**config.mk**
```make
export PLATFORM = sky130hd
export DESIGN_NAME = mem_bus_sequencer_flat
export DESIGN_NICKNAME = d
export VERILOG_FILES = /design/src/rtl/relay_mem_pkg.sv /design/src/rtl/mem_bus_sequencer_if.sv /design/src/rtl/mem_phase_timer.sv /design/src/rtl/mem_bus_sequencer.sv /design/src/flat_wrapper.sv
export SDC_FILE = /design/constraint.sdc
export NUM_CORES = 1
export LEC_CHECK = 0
export CAP_MARGIN = 20
export CELL_PAD_IN_SITES_DETAIL_PLACEMENT = 0
export CELL_PAD_IN_SITES_GLOBAL_PLACEMENT = 2
export CORE_UTILIZATION = 22
export CTS_CLUSTER_SIZE = 40
export DETAILED_ROUTE_END_ITERATION = 6
export GPL_ROUTABILITY_DRIVEN = 0
export PLACE_DENSITY = 0.8
export SETUP_SLACK_MARGIN = 0.1
export SLEW_MARGIN = 20
export SYNTH_ARGS = -nofsm -noshare
export SYNTH_HDL_FRONTEND = slang
export SYNTH_SLANG_ARGS = --single-unit
```
**constraint.sdc**
```tcl
create_clock -name clk -period 4.7 [get_ports clk]
set_input_delay 0.47 -clock clk [delete_from_list [all_inputs] [get_ports clk]]
set_output_delay 0.47 -clock clk [all_outputs]
set_load 0.01 [all_outputs]
```
**src/rtl/relay_mem_pkg.sv**
```systemverilog
// Shared types and constants for the relay-computer memory bus sequencer.
package relay_mem_pkg;

    localparam int MEM_BYTES  = 32768;
    localparam int DEF_ADDR_W = 15;
    localparam int DEF_DATA_W = 8;

    typedef enum logic [1:0] {
        IDLE   = 2'd0,
        SETUP  = 2'd1,
        ACCESS = 2'd2,
        HOLD   = 2'd3
    } mem_state_t;

    typedef enum logic {
        SRC_CPU  = 1'b0,
        SRC_BOOT = 1'b1
    } txn_src_t;

    // A boot load can never cover more than the whole memory.
    function automatic logic [15:0] clamp_boot_len(input logic [15:0] len);
        logic [15:0] res;
        if (len > 16'd32768) begin
            res = 16'd32768;
        end else begin
            res = len;
        end
        return res;
    endfunction

endpackage

```
**src/rtl/mem_bus_sequencer_if.sv**
```systemverilog
// Bus bundle between the sequencer, its two requesters and the memory.
// The slave modport is the sequencer's view, master is the environment's.
interface mem_bus_sequencer_if #(
    parameter int ADDR_W = relay_mem_pkg::DEF_ADDR_W,
    parameter int DATA_W = relay_mem_pkg::DEF_DATA_W
);
    logic              cpu_req;
    logic              cpu_we;
    logic [15:0]       cpu_addr;
    logic [DATA_W-1:0] cpu_wdata;
    logic              cpu_ack;
    logic [DATA_W-1:0] cpu_rdata;
    logic              boot_start;
    logic [15:0]       boot_len;
    logic              boot_valid;
    logic [DATA_W-1:0] boot_data;
    logic              boot_ready;
    logic              load_mem_complete;
    logic [ADDR_W-1:0] mem_addr;
    logic [DATA_W-1:0] mem_wdata;
    logic              mem_wdata_oe;
    logic [DATA_W-1:0] mem_rdata;
    logic              mem_read;
    logic              mem_write;

    modport slave (
        input  cpu_req, cpu_we, cpu_addr, cpu_wdata,
        input  boot_start, boot_len, boot_valid, boot_data,
        input  mem_rdata,
        output cpu_ack, cpu_rdata, boot_ready, load_mem_complete,
        output mem_addr, mem_wdata, mem_wdata_oe, mem_read, mem_write
    );

    modport master (
        output cpu_req, cpu_we, cpu_addr, cpu_wdata,
        output boot_start, boot_len, boot_valid, boot_data,
        output mem_rdata,
        input  cpu_ack, cpu_rdata, boot_ready, load_mem_complete,
        input  mem_addr, mem_wdata, mem_wdata_oe, mem_read, mem_write
    );

endinterface

```
**src/rtl/mem_phase_timer.sv**
```systemverilog
// Loadable down-counter that times one bus phase; tc_o flags a count of zero.
module mem_phase_timer #(
    parameter int CNT_W = 8
) (
    input  logic             clk,
    input  logic             reset,
    input  logic             load_i,
    input  logic [CNT_W-1:0] load_val_i,
    output logic [CNT_W-1:0] count_o,
    output logic             tc_o
);

    logic [CNT_W-1:0] count_q;
    logic [CNT_W-1:0] count_d;

    // Reload on a phase change, otherwise count down and park at zero.
    always_comb begin
        if (load_i) begin
            count_d = load_val_i;
        end else if (count_q != {CNT_W{1'b0}}) begin
            count_d = count_q - {{(CNT_W-1){1'b0}}, 1'b1};
        end else begin
            count_d = count_q;
        end
    end

    // Counter register.
    always_ff @(posedge clk) begin
        if (reset) begin
            count_q <= {CNT_W{1'b0}};
        end else begin
            count_q <= count_d;
        end
    end

    assign count_o = count_q;
    assign tc_o    = (count_q == {CNT_W{1'b0}});

endmodule

```
**src/rtl/mem_bus_sequencer.sv**
```systemverilog
// Arbitrates CPU and boot-loader requests onto the relay memory and runs the
// setup/access/hold strobe phases. Boot loading is compiled in with MEM_BOOT_LOAD_EN.
module mem_bus_sequencer
    import relay_mem_pkg::*;
#(
    parameter int ADDR_W     = DEF_ADDR_W,
    parameter int DATA_W     = DEF_DATA_W,
    parameter int SETUP_CYC  = 1,
    parameter int ACCESS_CYC = 4,
    parameter int HOLD_CYC   = 1
) (
    input  logic               clk,
    input  logic               reset,
    mem_bus_sequencer_if.slave bus
);

    localparam int CNT_W = 8;

    mem_state_t        state_q, state_d;
    txn_src_t          src_q, src_d;
    logic              we_q, we_d;
    logic [ADDR_W-1:0] addr_q, addr_d;
    logic [DATA_W-1:0] wdata_q, wdata_d;
    logic [DATA_W-1:0] rdata_q, rdata_d;
    logic              read_q, read_d;
    logic              write_q, write_d;
    logic              oe_q, oe_d;
    logic              ack_q, ack_d;
    logic              boot_ready_q, boot_ready_d;
    logic              complete_q;

    logic              boot_pick_s;
    logic              boot_grant_s;
    logic [ADDR_W-1:0] boot_addr_s;
    logic [DATA_W-1:0] boot_data_s;
    logic              timer_load_s;
    logic [CNT_W-1:0]  timer_val_s;
    logic [CNT_W-1:0]  timer_cnt_s;
    logic              timer_tc_s;
    logic              last_hold_next_s;

    always_comb begin
        case (state_d)
            SETUP:   timer_val_s = CNT_W'(SETUP_CYC - 1);
            ACCESS:  timer_val_s = CNT_W'(ACCESS_CYC - 1);
            HOLD:    timer_val_s = CNT_W'(HOLD_CYC - 1);
            default: timer_val_s = {CNT_W{1'b0}};
        endcase
    end

    assign timer_load_s = (state_d != state_q);

    mem_phase_timer #(.CNT_W(CNT_W)) u_timer (
        .clk        (clk),
        .reset      (reset),
        .load_i     (timer_load_s),
        .load_val_i (timer_val_s),
        .count_o    (timer_cnt_s),
        .tc_o       (timer_tc_s)
    );

    // State register and transaction latches.
    always_ff @(posedge clk) begin
        if (reset) begin
            state_q      <= IDLE;
            src_q        <= SRC_CPU;
            we_q         <= 1'b0;
            addr_q       <= {ADDR_W{1'b0}};
            wdata_q      <= {DATA_W{1'b0}};
            rdata_q      <= {DATA_W{1'b0}};
            read_q       <= 1'b0;
            write_q      <= 1'b0;
            oe_q         <= 1'b0;
            ack_q        <= 1'b0;
            boot_ready_q <= 1'b0;
        end else begin
            state_q      <= state_d;
            src_q        <= src_d;
            we_q         <= we_d;
            addr_q       <= addr_d;
            wdata_q      <= wdata_d;
            rdata_q      <= rdata_d;
            read_q       <= read_d;
            write_q      <= write_d;
            oe_q         <= oe_d;
            ack_q        <= ack_d;
            boot_ready_q <= boot_ready_d;
        end
    end

    // Next state; the boot stream has priority in IDLE, no preemption elsewhere.
    always_comb begin
        state_d      = state_q;
        src_d        = src_q;
        we_d         = we_q;
        addr_d       = addr_q;
        wdata_d      = wdata_q;
        boot_grant_s = 1'b0;
        case (state_q)
            IDLE: begin
                if (boot_pick_s) begin
                    state_d      = SETUP;
                    src_d        = SRC_BOOT;
                    we_d         = 1'b1;
                    addr_d       = boot_addr_s;
                    wdata_d      = boot_data_s;
                    boot_grant_s = 1'b1;
                end else if (bus.cpu_req) begin
                    state_d = SETUP;
                    src_d   = SRC_CPU;
                    we_d    = bus.cpu_we;
                    addr_d  = bus.cpu_addr[ADDR_W-1:0];
                    wdata_d = bus.cpu_wdata;
                end else begin
                    state_d = IDLE;
                end
            end
            SETUP: begin
                if (timer_tc_s) begin
                    state_d = ACCESS;
                end else begin
                    state_d = SETUP;
                end
            end
            ACCESS: begin
                if (timer_tc_s) begin
                    state_d = HOLD;
                end else begin
                    state_d = ACCESS;
                end
            end
            HOLD: begin
                if (timer_tc_s) begin
                    state_d = IDLE;
                end else begin
                    state_d = HOLD;
                end
            end
            default: begin
                state_d = IDLE;
            end
        endcase
    end

    // Outputs are registered from the next state so they change on phase edges.
    always_comb begin
        read_d  = (state_d == ACCESS) && !we_d;
        write_d = (state_d == ACCESS) && we_d;
        oe_d    = we_d && (state_d != IDLE);
        if (state_q == HOLD) begin
            last_hold_next_s = (timer_cnt_s == CNT_W'(1));
        end else begin
            last_hold_next_s = (HOLD_CYC == 1);
        end
        ack_d = (state_d == HOLD) && (src_d == SRC_CPU) && last_hold_next_s;
        if ((state_q == ACCESS) && timer_tc_s && !we_q) begin
            rdata_d = bus.mem_rdata;
        end else begin
            rdata_d = rdata_q;
        end
        boot_ready_d = boot_grant_s;
    end

`ifdef MEM_BOOT_LOAD_EN
    logic              boot_active_q, boot_active_d;
    logic [ADDR_W-1:0] boot_addr_q, boot_addr_d;
    logic [15:0]       boot_rem_q, boot_rem_d;
    logic [15:0]       boot_len_s;
    logic              boot_done_s;
    logic              complete_d;

    assign boot_pick_s = boot_active_q && bus.boot_valid;
    assign boot_addr_s = boot_addr_q;
    assign boot_data_s = bus.boot_data;
    assign boot_len_s  = clamp_boot_len(bus.boot_len);
    assign boot_done_s = (state_q == HOLD) && timer_tc_s && (src_q == SRC_BOOT);

    // Boot progress: a start pulse always restarts from address 0.
    always_comb begin
        boot_active_d = boot_active_q;
        boot_addr_d   = boot_addr_q;
        boot_rem_d    = boot_rem_q;
        complete_d    = complete_q;
        if (bus.boot_start) begin
            boot_active_d = (boot_len_s != 16'd0);
            boot_addr_d   = {ADDR_W{1'b0}};
            boot_rem_d    = boot_len_s;
            if (boot_len_s != 16'd0) begin
                complete_d = 1'b0;
            end else begin
                complete_d = complete_q;
            end
        end else if (boot_done_s && boot_active_q) begin
            boot_addr_d = boot_addr_q + ADDR_W'(1);
            boot_rem_d  = boot_rem_q - 16'd1;
            if (boot_rem_q == 16'd1) begin
                boot_active_d = 1'b0;
                complete_d    = 1'b1;
            end else begin
                boot_active_d = 1'b1;
            end
        end else begin
            boot_active_d = boot_active_q;
        end
    end

    // Boot counter registers.
    always_ff @(posedge clk) begin
        if (reset) begin
            boot_active_q <= 1'b0;
            boot_addr_q   <= {ADDR_W{1'b0}};
            boot_rem_q    <= 16'd0;
            complete_q    <= 1'b0;
        end else begin
            boot_active_q <= boot_active_d;
            boot_addr_q   <= boot_addr_d;
            boot_rem_q    <= boot_rem_d;
            complete_q    <= complete_d;
        end
    end
`else
    assign boot_pick_s = 1'b0;
    assign boot_addr_s = {ADDR_W{1'b0}};
    assign boot_data_s = {DATA_W{1'b0}};

    // Without a boot loader memory counts as loaded once reset is released.
    always_ff @(posedge clk) begin
        if (reset) begin
            complete_q <= 1'b0;
        end else begin
            complete_q <= 1'b1;
        end
    end
`endif

    assign bus.cpu_ack           = ack_q;
    assign bus.cpu_rdata         = rdata_q;
    assign bus.boot_ready        = boot_ready_q;
    assign bus.load_mem_complete = complete_q;
    assign bus.mem_addr          = addr_q;
    assign bus.mem_wdata         = wdata_q;
    assign bus.mem_wdata_oe      = oe_q;
    assign bus.mem_read          = read_q;
    assign bus.mem_write         = write_q;

endmodule

```
**src/flat_wrapper.sv**
```systemverilog
// flat-port wrapper written by rule: the top's interface ports become plain ports
module mem_bus_sequencer_flat import relay_mem_pkg::*;
#(
    parameter int ADDR_W     = DEF_ADDR_W,
    parameter int DATA_W     = DEF_DATA_W,
    parameter int SETUP_CYC  = 1,
    parameter int ACCESS_CYC = 4,
    parameter int HOLD_CYC   = 1
)
  (clk, reset, bus_cpu_req, bus_cpu_we, bus_cpu_addr, bus_cpu_wdata, bus_boot_start, bus_boot_len, bus_boot_valid, bus_boot_data, bus_mem_rdata, bus_cpu_ack, bus_cpu_rdata, bus_boot_ready, bus_load_mem_complete, bus_mem_addr, bus_mem_wdata, bus_mem_wdata_oe, bus_mem_read, bus_mem_write);
  mem_bus_sequencer_if #(.ADDR_W(ADDR_W), .DATA_W(DATA_W)) bus_i ();
  input  logic clk;
  input  logic reset;
  input wire logic [$bits(bus_i.cpu_req)-1:0] bus_cpu_req;
  input wire logic [$bits(bus_i.cpu_we)-1:0] bus_cpu_we;
  input wire logic [$bits(bus_i.cpu_addr)-1:0] bus_cpu_addr;
  input wire logic [$bits(bus_i.cpu_wdata)-1:0] bus_cpu_wdata;
  input wire logic [$bits(bus_i.boot_start)-1:0] bus_boot_start;
  input wire logic [$bits(bus_i.boot_len)-1:0] bus_boot_len;
  input wire logic [$bits(bus_i.boot_valid)-1:0] bus_boot_valid;
  input wire logic [$bits(bus_i.boot_data)-1:0] bus_boot_data;
  input wire logic [$bits(bus_i.mem_rdata)-1:0] bus_mem_rdata;
  output wire logic [$bits(bus_i.cpu_ack)-1:0] bus_cpu_ack;
  output wire logic [$bits(bus_i.cpu_rdata)-1:0] bus_cpu_rdata;
  output wire logic [$bits(bus_i.boot_ready)-1:0] bus_boot_ready;
  output wire logic [$bits(bus_i.load_mem_complete)-1:0] bus_load_mem_complete;
  output wire logic [$bits(bus_i.mem_addr)-1:0] bus_mem_addr;
  output wire logic [$bits(bus_i.mem_wdata)-1:0] bus_mem_wdata;
  output wire logic [$bits(bus_i.mem_wdata_oe)-1:0] bus_mem_wdata_oe;
  output wire logic [$bits(bus_i.mem_read)-1:0] bus_mem_read;
  output wire logic [$bits(bus_i.mem_write)-1:0] bus_mem_write;
  assign bus_i.cpu_req = bus_cpu_req;
  assign bus_i.cpu_we = bus_cpu_we;
  assign bus_i.cpu_addr = bus_cpu_addr;
  assign bus_i.cpu_wdata = bus_cpu_wdata;
  assign bus_i.boot_start = bus_boot_start;
  assign bus_i.boot_len = bus_boot_len;
  assign bus_i.boot_valid = bus_boot_valid;
  assign bus_i.boot_data = bus_boot_data;
  assign bus_i.mem_rdata = bus_mem_rdata;
  assign bus_cpu_ack = bus_i.cpu_ack;
  assign bus_cpu_rdata = bus_i.cpu_rdata;
  assign bus_boot_ready = bus_i.boot_ready;
  assign bus_load_mem_complete = bus_i.load_mem_complete;
  assign bus_mem_addr = bus_i.mem_addr;
  assign bus_mem_wdata = bus_i.mem_wdata;
  assign bus_mem_wdata_oe = bus_i.mem_wdata_oe;
  assign bus_mem_read = bus_i.mem_read;
  assign bus_mem_write = bus_i.mem_write;
  mem_bus_sequencer #(.ADDR_W(ADDR_W), .DATA_W(DATA_W), .SETUP_CYC(SETUP_CYC), .ACCESS_CYC(ACCESS_CYC), .HOLD_CYC(HOLD_CYC)) u_core (.clk(clk), .reset(reset), .bus(bus_i));
endmodule
```
-- Word-level counts from Yosys, hierarchy flattened
Index checks and enable logic that the tools add are counted.
Widths: inputs -> output; s select.
- word-level logic and storage cells: 50
- output and inout port bits: 37
- input port bits: 62
- flip-flop bits (word level): 48
- bitwise operators: 1
- reduce and logical (&&, ||, !) cells: 15
- mux-type cells: 14
- $add $sub $neg: 1
- equality and inequality tests: 7
- operator list (cell ; count):
    $mux 8 ; 2
    $eq 2x2->1 const B ; 4
    $eq 8x1->1 const B ; 1
    $logic_not 8->1 ; 1
    $mux 1 ; 8
    $pmux 2 s4 ; 1
    $reduce_bool 8->1 ; 1
    $sub 8x1->8 const B ; 1
    $logic_and 1x1->1 ; 7
    $mux 2 ; 3
    $reduce_bool 2->1 ; 2
    $eq 2x1->1 const B ; 1
    $logic_not 1->1 ; 2
    $logic_not 2->1 ; 1
    $ne 2x2->1 ; 1
    $reduce_and 2->1 ; 1
    $not 1->1 ; 1

-- Longest topological paths before layout
Gate-level depths: netlist (run 1).
- depth in word-level cells: 6
- gate-level depth with buffers: 7
- depth with buffers taken out: 6

-- Hierarchy
A second synthesis (run 1) with hierarchy kept.
- cells, all modules: 196
- area, all modules: 2010.7 µm²
- modules (own cells, without submodules) (module ; seq. area each (µm²) ; area each (µm²) ; instances ; cells an instance):
    mem_bus_sequencer ; 800.8 ; 1535.2 ; 1 ; 143
    mem_phase_timer ; 160.2 ; 475.5 ; 1 ; 53

-- Worst setup path before layout (run 1)
Ideal clock, no wire load.
- path type: register to register
- from: register u_core.u_timer.count_q[0] (netlist: u_core.u_timer.count_o[0])
- to: register u_core.u_timer.count_q[7] (netlist: u_core.u_timer.count_o[7])
- data arrival time: 1.682 ns
- path buffers: 1
- data required time: 4.631 ns
- slack: 2.949 ns
- setup time: 0.069 ns
- stages on the path, launching flop included: 8
- clock period less this slack: 1.751 ns
- cell sequence: dfxtp_1 inv_1 ha_1 nor3b_1 and3_1 clkbuf_1 or4_4 a21oi_2
- longest elaborated chain between the ends: 5
- elaborated cells between the ends (all ways): 11
- those cells by class: 1 x add/sub; 1 x eq/ne; 6 x mux; 3 x reduce/logical
- RTL lines (item ; line ; source):
    start, declared ; mem_phase_timer.sv:13 ; logic [CNT_W-1:0] count_q;
    start signal, assigned ; mem_phase_timer.sv:30 ; count_q <= {CNT_W{1'b0}};
    start signal, assigned ; mem_phase_timer.sv:32 ; count_q <= count_d;
    $logic_not 8->1 ; mem_phase_timer.sv:37 ; assign tc_o = (count_q == {CNT_W{1'b0}});
    $mux 2 (tied with other cells) ; mem_bus_sequencer.sv:133 ; if (timer_tc_s) begin
    $pmux 2 s4 ; mem_bus_sequencer.sv:99 ; case (state_q)
    $ne 2x2->1 ; mem_bus_sequencer.sv:51 ; assign timer_load_s = (state_d != state_q);
    $mux 8 / $reduce_bool 2->1 (equally long branches) ; n/a ;
Several ways; a longest one is shown, not always the timed one. The select of a mux whose other input is x is not followed.
A chain may end at the register's enable or synchronous reset.

-- Worst setup path after layout (run 1)
- from: register u_core.u_timer.count_q[0] (netlist: u_core.u_timer.count_o[0])
- to: register u_core.rdata_q[4] (netlist: u_core.bus.cpu_rdata[4])
- longest elaborated chain between the ends: 3
- RTL lines (item ; line ; source):
    $logic_not 8->1 ; mem_phase_timer.sv:37 ;
    $logic_and 1x1->1 (2 in series) ; mem_bus_sequencer.sv:156 ; if ((state_q == ACCESS) && timer_tc_s && !we_q) begin
    end signal, assigned ; mem_bus_sequencer.sv:70 ; rdata_q <= {DATA_W{1'b0}};
    end signal, assigned ; mem_bus_sequencer.sv:82 ; rdata_q <= rdata_d;
    end, declared ; mem_bus_sequencer.sv:24 ; logic [DATA_W-1:0] rdata_q, rdata_d;
No other way between the ends.

==> results of run 1 <==
power breakdown:
group	switching, uW	total (uW)	internal (uW)
sequential	61.1	540	478
combinational	257	495	238
clock	132	234	101
metrics by stage:
stage                     cell area (sq um)  hold slack, ns
final                                  2730           0.455
after global routing                   2730           0.473
after CTS                              2730           0.460
after detailed placement               2660           0.448
after global placement                 2660           0.440
after floorplan                        1860           0.445
Yosys cell counts (3+ instances only):
master / instances / share of area (%)
nor2_1: 14 / 2.8
buf_2: 3 / 0.81
nand2_1: 53 / 11
dfxtp_1: 48 / 52
o21ai_0: 3 / 0.81
clkbuf_1: 9 / 1.8
mux2i_1: 9 / 4.8
or4_1: 3 / 1.2
a21oi_1: 30 / 8.1
inv_1: 6 / 1.2
layout make-up:
| cell class | count | share of cell area [%] |
|---|---|---|
| clock inverters | 1 | 0.183 |
| clock buffers | 6 | 2.66 |
| repair buffers | 72 | 26.2 |
| well taps | 105 | 4.81 |
| flip-flops and latches | 48 | 35.2 |
| multi-input cells | 147 | 30.2 |
| inverters | 6 | 0.824 |
cells by family (layout without fill, tap and decap cells):
family                   after synthesis  after routing  synth area share, %
other                                  1              1                0.201
adder cells (fa/ha/maj)                2              2                 1.34
AND/OR/NAND/NOR                       89             89                 23.2
flip-flops                            48             48                 51.5
AO/OA/AOI/OAI                         44             44                 13.7
multiplexers                           9              9                 4.83
buffers and inverters                 19             85                 4.23
XOR/XNOR                               2              2                0.940
path summary, 6_finish.rpt:
path | slack (ns) | start | endpoint
hold / removal | 0.46 | u_core.bus.mem_addr[5]$_SDFFE_PP0P_ | u_core.bus.mem_addr[5]$_SDFFE_PP0P_
setup / recovery | 2.41 | u_core.u_timer.count_o[0]$_SDFFE_PP0P_ | u_core.bus.cpu_rdata[4]$_SDFFE_PP0P_
hold reg to reg | 0.46 | u_core.bus.mem_addr[5]$_SDFFE_PP0P_ | u_core.bus.mem_addr[5]$_SDFFE_PP0P_
setup reg to reg | 2.41 | u_core.u_timer.count_o[0]$_SDFFE_PP0P_ | u_core.bus.cpu_rdata[4]$_SDFFE_PP0P_
critical path, stage by stage, from the launching register on:
cell,delay (ns)
dfxtp_1,0.33
inv_1,0.09
ha_1,0.19
nor3b_1,0.51
nand4b_1,0.62
mux2i_1,0.33
nor2_1,0.06
layer usage:
layer	track usage [%]	share of wire, %	vias up
li1	-	-	849
met1	13.7	48	752
met2	16.9	45	46
met3	3.80	6.5	8
met4	3.46	1.0	0
met5	0	0	-
flip-flops by register name, summed over array words and instances, names as in the netlist:
name / flops
u_core.bus.mem_addr: 15
u_core.bus.cpu_rdata: 8
u_core.bus.mem_wdata: 8
u_core.u_timer.count_o: 8
u_core.state_q: 2
u_core.bus.cpu_ack: 1
u_core.bus.load_mem_complete: 1
u_core.bus.mem_read: 1
u_core.bus.mem_wdata_oe: 1
u_core.bus.mem_write: 1
u_core.src_q: 1
u_core.we_q: 1
==> impl_metrics.csv, run 1 <==
group,metric,value,unit
placement,io_buffers,70,
pwr,power,1270,uW
job,cap_violations,0,
synthesis,synth_edf_count,0,
timing,skew,0.00758,ns
synthesis,ys_warn_count,0,
timing,rsz0062_at_grt,"no",
placement,hpwl,3.15,mm
timing,period_minus_slack,2.29,ns
routing,antenna_left,0,
placement,place_ws,2.16,ns
floorplan,dieArea,8850,sq um
timing,setup_violations,0,
global_route,grt_pass1_vias,1528,
global_route,grt_max_degree,26,
floorplan,die_height,94.1,um
clock_tree,clk_latency,0.30,ns
pwr,ir_drop,0.000139,V
timing,fin_tns_setup,0,ns
synthesis,seq_area_frac_synth,51.5,%
synthesis,postSynthCellCount,214,
global_route,grt_overflow_total,0,
final_layout,diodes,0,
final_layout,layout.nets,344,
clock_tree,root_buffer,"clkbuf_8",
timing,fmax,437,MHz
synthesis,synth_seq_cells,48,
routing,vias,1655,
floorplan,start_util,22.7,%
final_layout,syn_to_final_growth,46.6,%
final_layout,utilization,33.3,%
final_layout,seq_area,961,sq um
global_route,grt_use_total,10.8,%
timing,tightest_slew,1.01,ns
placement,place_inst,378,
routing,drcViolationCount,0,
final_layout,mostFrequentLayoutCells,"70 x clkdlybuf4s50_1, 53 x nand2_1, 48 x dfxtp_1",
clock_tree,path_clk_slew,0.09,ns
timing,maxSlewViolCount,0,
clock_tree,cts_sinks,48,
clock_tree,cts.path.max_buffers,2,
clock_tree,cts_setup_buffers,0,
worst_setup_path,cp.arrival,2.43,ns
worst_setup_path,worstPathRequired,4.85,ns
pwr,p_leak,0.00107,uW
routing,drt-initial-drc-count,61,
worst_setup_path,crit_path_end_kind,"flop",
floorplan,num_rows,33,
pwr,power.density,464,nW/um^2
worst_setup_path,reg2reg_depth,6,
final_layout,final_common_cell,"clkdlybuf4s50_1",
timing,post-route-period-util,48.6,%
routing,routedWlPerCell,12.0,um
final_layout,final_cells,385,
synthesis,synth_cell_types,38,
min_path,worstHoldPathCells,2,
clock_tree,ctsResizeCount,0,
run_status,status,"finished, final reports clean",
worst_setup_path,worst_setup_path_start_kind,"flop",
synthesis,syn-num-nets,278,
timing,finalHoldViolations,0,
timing,slew_headroom,32.3,%
floorplan,die_x,94.1,um
final_layout,drive_above_1_share,5.71,%
final_layout,multi_input_area,825,sq um
floorplan,io_pins,99,
synthesis,yosys_most_used_dff,"dfxtp_1",
worst_setup_path,crit_path_max_fanout,8,
global_route,antenna_found_initial,0,
global_route,grt_pass1_wl,7.37,mm
routing,via_per_inst,4.30,
clock_tree,numCtsBuffers,5,
clock_tree,cts_tree,"done",
worst_setup_path,critPathKind,"reg2reg",
min_path,holdCritPathClass,"reg2reg",
routing,drt_first_pass_iters,4,
synthesis,synthArstFlopShare,0,%
clock_tree,htree_levels,2,
floorplan,core-area,8220,sq um
final_layout,fillers,869,
routing,routed_wirelength,4.62,mm
clock_tree,cts_hold_buffers,0,
synthesis,netlist_area,1860,sq um
synthesis,syn_area_per_cell,8.71,sq um
timing,worst_slack,2.41,ns
Power figures use the tool's default switching activity.
==> run 2, diff against run 1 <==
--- a/config.mk
+++ b/config.mk
@@ -8,11 +8,11 @@
 export CAP_MARGIN = 20
 export CELL_PAD_IN_SITES_DETAIL_PLACEMENT = 0
 export CELL_PAD_IN_SITES_GLOBAL_PLACEMENT = 2
-export CORE_UTILIZATION = 22
+export CORE_UTILIZATION = 21
 export CTS_CLUSTER_SIZE = 40
 export DETAILED_ROUTE_END_ITERATION = 6
 export GPL_ROUTABILITY_DRIVEN = 0
-export PLACE_DENSITY = 0.8
+export PLACE_DENSITY = 0.77
 export SETUP_SLACK_MARGIN = 0.1
 export SLEW_MARGIN = 20
 export SYNTH_ARGS = -nofsm -noshare
==> constraint.sdc (replaced) <==
create_clock -name clk -period 2.35 [get_ports clk]
set_input_delay 0.235 -clock clk [delete_from_list [all_inputs] [get_ports clk]]
set_output_delay 0.235 -clock clk [all_outputs]
set_load 0.01 [all_outputs]
==> run 2 against run 1 <==
Net effect: sequential share of layout area fell by 0.82 points; highest routed layer unchanged; non-clock buffer count rose by 6; die area rose by 4.7%; sequential power rose by 100%; global-route usage fell by 0.44 points; largest cell class unchanged; fmax rose by 19%; final cell count rose by 2.6%.
==> impl_metrics.csv, run 2 (synthesis gave the netlist of run 1 again) <==
group,metric,value,unit
routing,vias,1674,
final_layout,seq_area,961,sq um
timing,maxSlewViolCount,0,
floorplan,num_rows,34,
floorplan,io_pins,99,
final_layout,multi_input_area,825,sq um
worst_setup_path,critPathKind,"reg2reg",
clock_tree,ctsResizeCount,0,
final_layout,mostFrequentLayoutCells,"70 x clkdlybuf4s50_1, 53 x nand2_1, 48 x dfxtp_1",
clock_tree,path_clk_slew,0.08,ns
final_layout,drive_above_1_share,8.01,%
timing,rsz0062_at_grt,"no",
run_status,status,"finished, final reports clean",
timing,skew,0.00936,ns
routing,drcViolationCount,0,
worst_setup_path,cp_top_family,"simple AND/OR/NAND/NOR gates",
final_layout,final_cells,395,
clock_tree,numCtsBuffers,5,
global_route,grt_pass1_vias,1532,
floorplan,core-area,8680,sq um
worst_setup_path,crit_slowest_cell,"or4_4",
final_layout,layout.nets,350,
pwr,power.density,942,nW/um^2
final_layout,final_common_cell,"clkdlybuf4s50_1",
worst_setup_path,cp.arrival,2.16,ns
min_path,holdCritPathClass,"reg2reg",
final_layout,syn_to_final_growth,50.1,%
floorplan,start_util,21.5,%
pwr,ir_drop,0.000263,V
worst_setup_path,crit_path_end_kind,"flop",
pwr,p_leak,0.00110,uW
timing,fin_tns_setup,0,ns
clock_tree,cts_tree,"done",
global_route,grt_pass1_wl,7.22,mm
placement,place_inst,387,
routing,via_per_inst,4.24,
clock_tree,htree_levels,2,
job,cap_violations,0,
clock_tree,clk_latency,0.30,ns
worst_setup_path,slowest_delay,0.51,ns
placement,hpwl,3.28,mm
clock_tree,cts_hold_buffers,0,
global_route,grt_use_total,10.3,%
global_route,grt_overflow_total,0,
routing,drt_first_pass_iters,5,
timing,finalHoldViolations,0,
worst_setup_path,crit_chain,"inv_1 -> ha_1 -> nor3b_1 -> buf_4 -> and3_1 -> or4_4 -> a21oi_2",
clock_tree,cts_sinks,48,
clock_tree,cts.path.max_buffers,2,
routing,drt-initial-drc-count,50,
placement,io_buffers,70,
final_layout,fillers,944,
worst_setup_path,worstPathRequired,2.59,ns
routing,antenna_left,0,
final_layout,largest_reg_flops,15,
floorplan,die_height,96.2,um
global_route,antenna_found_initial,0,
timing,post-route-period-util,81.6,%
floorplan,die_x,96.2,um
worst_setup_path,crit_buf_inv,2,
final_layout,diodes,0,
global_route,grt_max_degree,25,
timing,fmax,521,MHz
worst_setup_path,crit_path_max_fanout,8,
floorplan,dieArea,9260,sq um
timing,setup_violations,0,
clock_tree,cts_setup_buffers,0,
routing,routedWlPerCell,11.8,um
routing,routed_wirelength,4.67,mm
worst_setup_path,worst_setup_path_start_kind,"flop",
clock_tree,root_buffer,"clkbuf_8",
timing,period_minus_slack,1.92,ns
run 2: cell types whose count changed in the layout (fill, tap and decap cells not counted), sizes merged:
cell / previous run / this run
buf: 2 / 8
clkbuf: 6 / 7
clkinv: 1 / 0
clkinvlp: 0 / 1
run 2: worst paths after layout:
check,startpoint,endpoint,slack [ns],cells after the start
min,u_core.bus.mem_addr[1]$_SDFFE_PP0P_,u_core.bus.mem_addr[1]$_SDFFE_PP0P_,0.46,2
min reg2reg,u_core.bus.mem_addr[1]$_SDFFE_PP0P_,u_core.bus.mem_addr[1]$_SDFFE_PP0P_,0.46,2
max reg2reg,u_core.u_timer.count_o[0]$_SDFFE_PP0P_,u_core.u_timer.count_o[7]$_SDFFE_PP0P_,0.43,7
max,u_core.u_timer.count_o[0]$_SDFFE_PP0P_,u_core.u_timer.count_o[7]$_SDFFE_PP0P_,0.43,7
run 2: layer usage:
metal	GRT usage [%]	share of wire [%]	vias to the layer above
li1	-	-	861
met1	13.0	45	765
met2	16.0	48	43
met3	4.19	6.4	5
met4	3.36	1.2	0
met5	0	0	-
run 2: area by class of cell:
type / count / area share, %
Timing Repair Buffer: 78 / 27.2
Clock inverter: 1 / 0.268
Inverter: 6 / 0.805
Sequential cell: 48 / 34.3
Tap cell: 108 / 4.83
Clock buffer: 7 / 3.09
Multi-Input combinational cell: 147 / 29.5
run 2: where the power goes:
| group | internal, uW | switching (uW) |
|---|---|---|
| Combinational | 512 | 527 |
| Sequential | 957 | 121 |
| Clock | 240 | 278 |
| Total | 1710 | 926 |
run 2: metrics by stage:
stage               cell area (sq um)  hold slack (ns)  util (%)  setup slack (ns)  total power (uW)
floorplan                        1860            0.371         -             0.599              1730
global placement                 2700            0.442      31.2             0.391              2140
detailed placement               2700            0.446      31.2             0.397              2150
CTS                              2800            0.460      32.2             0.421              2680
global route                     2800            0.458      32.2             0.324              2830
finish                           2800            0.456      32.2             0.431              2630
run 2: tightest hold or removal path: cells and delay by family (launching register included):
| family | cells | cell delay (ns) |
|---|---|---|
| AOI/OAI and AO/OA | 1 | 0.05 |
| DFF | 1 | 0.31 |
| and+or+nand+nor | 1 | 0.05 |
